===== config.mk =====
export PLATFORM = sky130hd
export DESIGN_NAME = macc_arbiter
export DESIGN_NICKNAME = d
export VERILOG_FILES = /design/src/rtl/macc_pkg.sv /design/src/rtl/macc_pipe.sv /design/src/rtl/macc_arbiter.sv
export SDC_FILE = /design/constraint.sdc
export NUM_CORES = 2
export LEC_CHECK = 0
export ABC_AREA = 1
export CAP_MARGIN = 20
export CORE_AREA = 10 10 313 435
export DETAILED_ROUTE_END_ITERATION = 6
export DIE_AREA = 0 0 323 445
export PLACE_DENSITY = 0.38
export RECOVER_POWER = 100
export SLEW_MARGIN = 20
export SYNTH_ARGS = -nofsm -noshare
export SYNTH_HDL_FRONTEND = slang
export SYNTH_SLANG_ARGS = --single-unit

===== constraint.sdc =====
create_clock -name clk -period 10.8 [get_ports clk]
set_input_delay 1.08 -clock clk [delete_from_list [all_inputs] [get_ports clk]]
set_output_delay 1.08 -clock clk [all_outputs]
set_load 0.1 [all_outputs]

===== src/rtl/macc_pkg.sv =====
// Shared types and helpers for the shared-MACC scheduler.
// Pure definitions: no latency and no backpressure of their own.
package macc_pkg;

   localparam int A_W   = 25;
   localparam int B_W   = 18;
   localparam int P_W   = 48;
   localparam int M_W   = A_W + B_W;
   localparam int MAX_N = 8;
   localparam int ID_W  = 3;

   typedef struct packed {
      logic [A_W-1:0]  a;
      logic [B_W-1:0]  b;
      logic            c;
      logic            acc;
      logic [ID_W-1:0] id;
   } macc_op_t;

   // Returns {found, index} of the first set mask bit after ptr, wrapping modulo n.
   function automatic logic [ID_W:0] rr_next(input logic [ID_W-1:0]  ptr,
                                             input logic [MAX_N-1:0] mask,
                                             input int               n);
      logic            found;
      logic [ID_W-1:0] idx;
      int              j;
      found = 1'b0;
      idx   = '0;
      for (int i = 1; i <= MAX_N; i++) begin
         j = (int'(ptr) + i) % n;
         if (i <= n && !found && mask[ID_W'(j)]) begin
            found = 1'b1;
            idx   = ID_W'(j);
         end
      end
      return {found, idx};
   endfunction

endpackage


===== src/rtl/macc_pipe.sv =====
// Shared multiply-accumulate datapath: operand reg, multiply reg, combinational add.
// LAT-1 register stages here; the caller registers the sum as the LAT-th stage.
// No backpressure: one op may enter every cycle and always drains.
module macc_pipe
   import macc_pkg::*;
#(
   parameter int LAT = 3
) (
   input  logic            clk,
   input  logic            rst,
   input  logic            in_vld,
   input  macc_op_t        in_op,
   input  logic [P_W-1:0]  acc_in,
   output logic            out_vld,
   output logic [ID_W-1:0] out_id,
   output logic [P_W-1:0]  out_p
);

   localparam int S = LAT - 1;

   logic [S-1:0]   vld_q;
   macc_op_t       op_q [S];
   logic [M_W-1:0] prod_fin;

   always_ff @(posedge clk) begin
      if (!rst) begin
         vld_q <= '0;
      end else begin
         vld_q[0] <= in_vld;
         for (int k = 1; k < S; k++) begin
            vld_q[k] <= vld_q[k-1];
         end
      end
   end

   // Payload needs no reset: nothing downstream looks at it without a valid bit.
   always_ff @(posedge clk) begin
      op_q[0] <= in_op;
      for (int k = 1; k < S; k++) begin
         op_q[k] <= op_q[k-1];
      end
   end

   generate
      if (S == 1) begin : g_comb_mul
         assign prod_fin = M_W'(op_q[0].a) * M_W'(op_q[0].b);
      end else begin : g_reg_mul
         logic [M_W-1:0] prod_q [1:S-1];
         always_ff @(posedge clk) begin
            prod_q[1] <= M_W'(op_q[0].a) * M_W'(op_q[0].b);
            for (int k = 2; k < S; k++) begin
               prod_q[k] <= prod_q[k-1];
            end
         end
         assign prod_fin = prod_q[S-1];
      end
   endgenerate

   // The accumulator is sampled here, at the last stage, so it always holds the previous result.
   assign out_vld = vld_q[S-1];
   assign out_id  = op_q[S-1].id;
   assign out_p   = P_W'(prod_fin) + P_W'(op_q[S-1].c) + (op_q[S-1].acc ? acc_in : '0);

endmodule


===== src/rtl/macc_arbiter.sv =====
// Round-robin sharing of one MACC pipe between N requesters, each with a private accumulator.
// Issue-to-result latency LAT cycles; one outstanding op per requester.
// Backpressure via req_ready only; responses cannot be stalled.
module macc_arbiter
   import macc_pkg::*;
#(
   parameter  int N     = 4,
   parameter  int LAT   = 3,
   localparam int IDX_W = (N > 1) ? $clog2(N) : 1
) (
   input  logic             clk,
   input  logic             rst,
   input  logic [N-1:0]     req_valid,
   output logic [N-1:0]     req_ready,
   input  logic [N*A_W-1:0] req_a,
   input  logic [N*B_W-1:0] req_b,
   input  logic [N-1:0]     req_c,
   input  logic [N-1:0]     req_acc,
   output logic             rsp_valid,
   output logic [IDX_W-1:0] rsp_id,
   output logic [P_W-1:0]   rsp_p,
   output logic             busy
);

   logic [N-1:0]     inflight_q;
   logic [N-1:0]     inflight_d;
   logic [N-1:0]     elig;
   logic [N-1:0]     clr_vec;
   logic [IDX_W-1:0] last_q;
   logic [P_W-1:0]   acc_q [N];

   logic [ID_W:0]    rr;
   logic             gnt_found;
   logic [ID_W-1:0]  gnt_idx;
   macc_op_t         issue_op;
   logic             issue_vld;

   logic             pipe_vld;
   logic [ID_W-1:0]  pipe_id;
   logic [P_W-1:0]   pipe_p;
   logic [P_W-1:0]   acc_rd;

   always_comb begin
      req_ready  = '0;
      issue_op   = '0;
      acc_rd     = '0;
      clr_vec    = '0;
      elig       = req_valid & ~inflight_q;
      rr         = rr_next(ID_W'(last_q), MAX_N'(elig), N);
      gnt_found  = rr[ID_W];
      gnt_idx    = rr[ID_W-1:0];
      for (int i = 0; i < N; i++) begin
         if (rst && gnt_found && gnt_idx == ID_W'(i)) begin
            req_ready[i] = 1'b1;
            issue_op.a   = req_a[i*A_W +: A_W];
            issue_op.b   = req_b[i*B_W +: B_W];
            issue_op.c   = req_c[i];
            issue_op.acc = req_acc[i];
            issue_op.id  = ID_W'(i);
         end
         if (pipe_id == ID_W'(i)) begin
            acc_rd = acc_q[i];
         end
         if (rsp_valid && rsp_id == IDX_W'(i)) begin
            clr_vec[i] = 1'b1;
         end
      end
      // A ready only ever goes to a valid requester, so ready alone marks the handshake.
      issue_vld  = |req_ready;
      inflight_d = (inflight_q | req_ready) & ~clr_vec;
   end

   macc_pipe #(
      .LAT (LAT)
   ) u_pipe (
      .clk     (clk),
      .rst     (rst),
      .in_vld  (issue_vld),
      .in_op   (issue_op),
      .acc_in  (acc_rd),
      .out_vld (pipe_vld),
      .out_id  (pipe_id),
      .out_p   (pipe_p)
   );

   always_ff @(posedge clk) begin
      if (!rst) begin
         inflight_q <= '0;
         busy       <= 1'b0;
         last_q     <= IDX_W'(N - 1);
         rsp_valid  <= 1'b0;
         rsp_id     <= '0;
         rsp_p      <= '0;
         for (int i = 0; i < N; i++) begin
            acc_q[i] <= '0;
         end
      end else begin
         inflight_q <= inflight_d;
         busy       <= |inflight_d;
         rsp_valid  <= pipe_vld;
         if (issue_vld) begin
            last_q <= gnt_idx[IDX_W-1:0];
         end
         // Result and accumulator land on the same edge.
         if (pipe_vld) begin
            rsp_id <= pipe_id[IDX_W-1:0];
            rsp_p  <= pipe_p;
            for (int i = 0; i < N; i++) begin
               if (pipe_id == ID_W'(i)) begin
                  acc_q[i] <= pipe_p;
               end
            end
         end
      end
   end

endmodule

==> reports/qor.tcl <==
set qor(stdcell_count) 5831
set qor(max_h_tree_level) 2
set qor(post_route_cells_drive_above_1_share) 0.0316
set qor(fmax_mhz) 127
set qor(route.final.wire_length_um) 113000
set qor(cts_inserted_buffers) 42
set qor(total_count_of_hold_check_failures_in_the_final_report) 0
set qor(failed_checks) {capacitance limit, slew limit}
set qor(synth_warn) 0
set qor(regToRegStartpoint) {u_pipe.op_q[0][48]$_DFF_P_}
set qor(clock_skew_ps) 26.3
set qor(antenna_cells_inserted) 0
set qor(synth_top_area_frac) 0.234
set qor(timing.max_cap.violations) 10
set qor(yosys_register_bits) 346
set qor(clock-root-buffer) {sky130_fd_sc_hd__clkbuf_16}
set qor(chipWidth_um) 323
set qor(post_synth_inst_count) 4014
set qor(sequential_cell_area_fraction_in_the_yosys_report) 0.279
set qor(layout.core_utilization) 0.291
set qor(finalWorstPathRequiredPeriod_ps) 7860
set qor(syn-cell-area_um2) 31700
set qor(core-area_um2) 128000
set qor(clkLatencyLatePin_ps) 610
set qor(maximum_net_fanout_on_the_critical_path) 31
set qor(globalplace.congestion) 0.863
set qor(cts.sink_count) 346
set qor(holdCritStartpoint) {u_pipe.op_q[0][1]$_SDFF_PP1_}
set qor(post_cts.resized_instances) 0
set qor(floorplan.initialDensity) 0.249
set qor(yosysTopAreaCell) {sky130_fd_sc_hd__fa_1}
set qor(power.density_nw_per_um2) 302
set qor(criticalPathCategory) {reg2reg}
set qor(run_status) {finished, violations left}
set qor(grtUsageTotal) 0.157
set qor(vdd_drop_max_uv) 168
set qor(grt_util_met2) 0.296
set qor(grt-busiest-layer) {met2}
set qor(p_leak_nw) 18.1
set qor(post-dp-hpwl_um) 86500
set qor(worstPathBufferInverterCount) 4
set qor(top_count_cell_post_synth) {sky130_fd_sc_hd__nand2_1}
set qor(syn_area_per_cell_um2) 7.90
set qor(num_vias) 25500
set qor(post-route-drc-count) 0
set qor(slew_violations) 379
set qor(synth_fp_nets) 4729
set qor(setup.worst_path.end_class) {flop}
set qor(number_of_antenna_violations_at_the_first_check_in_global_routing) 2
set qor(tritoncts) {built}
set qor(drt-vias-per-instance) 4.38
set qor(unrepaired_setup_endpoints_after_global_routing) {false}
set qor(ctsHoldBuffers) 0
set qor(cts_post_setup_buffers_inserted) 0
set qor(post_synth_num_cell_types) 46
set qor(dieArea_um2) 144000
set qor(cts_buffer_depth) 3
set qor(crit_family) {buffers and inverters}
set qor(groute.layer.met1.usage) 0.187
set qor(arrival_ps) 8110
set qor(register_area_um2) 8860
set qor(yosys-top-cells-area) {sky130_fd_sc_hd__fa_1 23%, sky130_fd_sc_hd__edfxtp_1 18%, sky130_fd_sc_hd__nand2_1 12%}
set qor(hold_class) {reg2reg}
set qor(dominant_register_cell_in_the_synthesized_netlist) {sky130_fd_sc_hd__edfxtp_1}
set qor(drtIter0Drc) 1053
set qor(floorplan.rows) 155
set qor(numPlacedInstances) 5754
set qor(synth-edff-count) 192
set qor(fillCellCount) 13900
set qor(cell_with_the_largest_stage_delay_on_the_worst_path) {sky130_fd_sc_hd__clkbuf_1}
set qor(crit_path_start) {u_pipe.op_q[0][48]$_DFF_P_}
set qor(drt_pass1_iterations) 7
set qor(grt_max_degree) 68
set qor(layout-area-overhead-vs-synth_pct) 16.9
set qor(wl_per_cell_um) 19.4
set qor(timing.final.crit_share) 0.728
set qor(worstPathCellList) {clkbuf_1 -> inv_1 -> nor2_4 -> clkbuf_1 -> nand2_1 -> nand3_1 -> o211ai_1 -> inv_1 -> ha_1 -> a21oi_1 -> a21boi_0 -> nand2_1 -> nand2_1 -> nand2_1 -> a21oi_1 -> xor2_1 -> nor2_1}
set qor(crit_path_frequent_cell) {sky130_fd_sc_hd__nand2_1}
set qor(multi_input_area_um2) 18900
set qor(synth_top_cells_by_count) {1032 x sky130_fd_sc_hd__nand2_1, 845 x sky130_fd_sc_hd__inv_1, 420 x sky130_fd_sc_hd__nor2_1}
set qor(setup_total_negative_slack_ps) 0
set qor(postRouteAntennaNets) 0
set qor(clk_transition_reported_paths_ps) 60
set qor(port_buffers) 241
set qor(ioPinCount) 242
set qor(grt_first_pass_wirelength_um) 173000
set qor(timing.max_slew.rel_slack) -1.65
set qor(ys_async_sr_fraction) 0
set qor(die_y_um) 445
set qor(slew_at_the_pin_with_the_worst_max_slew_slack_ps) 3980
set qor(timing.critical_path.required_ps) 11050
set qor(nets) 4865
set qor(globalRoute.totalOverflow) 0
set qor(use_met3) 0.0185
set qor(crit_path_max_incr_delay_ps) 1470
set qor(cp-start-kind) {flop}
set qor(setup_viol) 0
set qor(number_of_global_route_vias_before_repair) 27700
cells in the final DEF (no fill, tap or decap), types with 4 or more instances in the layout:
master                            synthesis  routed
sky130_fd_sc_hd__o211ai_1                40      40
sky130_fd_sc_hd__dfxtp_2                  0       6
sky130_fd_sc_hd__a21o_1                  18      18
sky130_fd_sc_hd__buf_4                    4      29
sky130_fd_sc_hd__nor2_2                   5       5
sky130_fd_sc_hd__fa_1                   370     370
sky130_fd_sc_hd__nand2_1               1032    1031
sky130_fd_sc_hd__clkbuf_1               154      21
sky130_fd_sc_hd__xor2_1                  44      44
sky130_fd_sc_hd__dfxtp_1                154     147
sky130_fd_sc_hd__edfxtp_1               192     192
sky130_fd_sc_hd__o221ai_1                20      20
sky130_fd_sc_hd__clkbuf_16                0      44
sky130_fd_sc_hd__clkbuf_8                 0       4
sky130_fd_sc_hd__xnor2_1                 28      28
sky130_fd_sc_hd__nor4_1                   7       7
sky130_fd_sc_hd__o21ai_0                107     105
sky130_fd_sc_hd__nor3_1                  12      12
sky130_fd_sc_hd__nand2_2                 11      11
sky130_fd_sc_hd__nand4_1                 56      57
sky130_fd_sc_hd__a21boi_0                 3       4
sky130_fd_sc_hd__inv_1                  845     847
sky130_fd_sc_hd__a31oi_1                 19      19
sky130_fd_sc_hd__clkdlybuf4s50_1          0     183
sky130_fd_sc_hd__nand3_1                111     111
sky130_fd_sc_hd__o21a_1                  11      11
sky130_fd_sc_hd__o21bai_1                12      12
sky130_fd_sc_hd__and2_0                   0      11
sky130_fd_sc_hd__nor2_1                 420     421
sky130_fd_sc_hd__ha_1                   159     159
sky130_fd_sc_hd__clkinv_4                 1       4
sky130_fd_sc_hd__dlygate4sd3_1            0      57
sky130_fd_sc_hd__a21oi_1                110     110
through the flow:
step	area, um^2	power (mW)	hold slack (ps)	setup slack (ps)
3_5_place_dp	35700	9.91	312	3950
2_1_floorplan	31700	7.41	310	5140
6_report	37100	11.2	320	2940
3_3_place_gp	35700	9.96	313	3990
5_1_grt	37100	12.5	344	2120
4_1_cts	37200	11.5	321	3930
registers in the layout (all words and copies together) (netlist names):
| signal | cells |
|---|---|
| u_pipe.op_q | 51 |
| acc_q | 192 |
| inflight_q | 4 |
| last_q | 2 |
| rsp_valid | 1 |
| rsp_id | 2 |
| u_pipe.vld_q | 2 |
| u_pipe.g_reg_mul.prod_q | 43 |
| busy | 1 |
| rsp_p | 48 |
worst reg2reg max path, cell delays in order (launching register included):
cell and delay [ps]:
sky130_fd_sc_hd__dfxtp_1 300, sky130_fd_sc_hd__clkbuf_1 1470, sky130_fd_sc_hd__inv_1 1320, sky130_fd_sc_hd__nor2_4 310, sky130_fd_sc_hd__clkbuf_1 1430, sky130_fd_sc_hd__nand2_1 120, sky130_fd_sc_hd__nand3_1 140, sky130_fd_sc_hd__o211ai_1 90
sky130_fd_sc_hd__inv_1 110, sky130_fd_sc_hd__ha_1 280, sky130_fd_sc_hd__a21oi_1 250, sky130_fd_sc_hd__a21boi_0 420, sky130_fd_sc_hd__nand2_1 240, sky130_fd_sc_hd__nand2_1 100, sky130_fd_sc_hd__nand2_1 100, sky130_fd_sc_hd__a21oi_1 220
sky130_fd_sc_hd__xor2_1 540, sky130_fd_sc_hd__nor2_1 70
final cells by class:
cell class / instances / area share
multi-input cells: 2628 / 0.509
flip-flops and latches: 346 / 0.239
inverters: 854 / 0.0867
repair buffers: 278 / 0.0715
well taps: 1648 / 0.0556
clock buffers: 60 / 0.0324
clock inverters: 17 / 0.00638
logic make-up (layout without fill, tap and decap cells):
| logic type | after synthesis | after routing | share of synthesized area |
|---|---|---|---|
| compound gates | 351 | 351 | 0.0657 |
| xor+xnor | 72 | 72 | 0.0199 |
| fa+ha+maj | 529 | 529 | 0.296 |
| buf+inv | 1040 | 1209 | 0.127 |
| flops | 346 | 346 | 0.279 |
| simple gates | 1676 | 1676 | 0.212 |
metal layers:
layer,up-vias,wire length [um]
met2,432,59200
met1,12600,47900
li1,12400,-
met4,4,2120
met5,-,27
met3,113,3610
power breakdown:
group          internal [mW]  leakage (nW)  switching [mW]
logic                   2.46          14.2            5.11
registers               1.74          3.28           0.412
clock network          0.859         0.688           0.633
path summary, 6_finish.rpt:
check | end | cells past startpoint | slack (ps)
worst max register to register | acc_q[1][26]$_SDFFCE_PN0P_ | 17 | 2940
worst min-delay path | u_pipe.op_q[0][49]$_DFF_P_ | 0 | 320
worst max-delay path | acc_q[1][26]$_SDFFCE_PN0P_ | 17 | 2940
worst min register to register | u_pipe.op_q[0][49]$_DFF_P_ | 0 | 320
(Power assumes the default switching activity.)
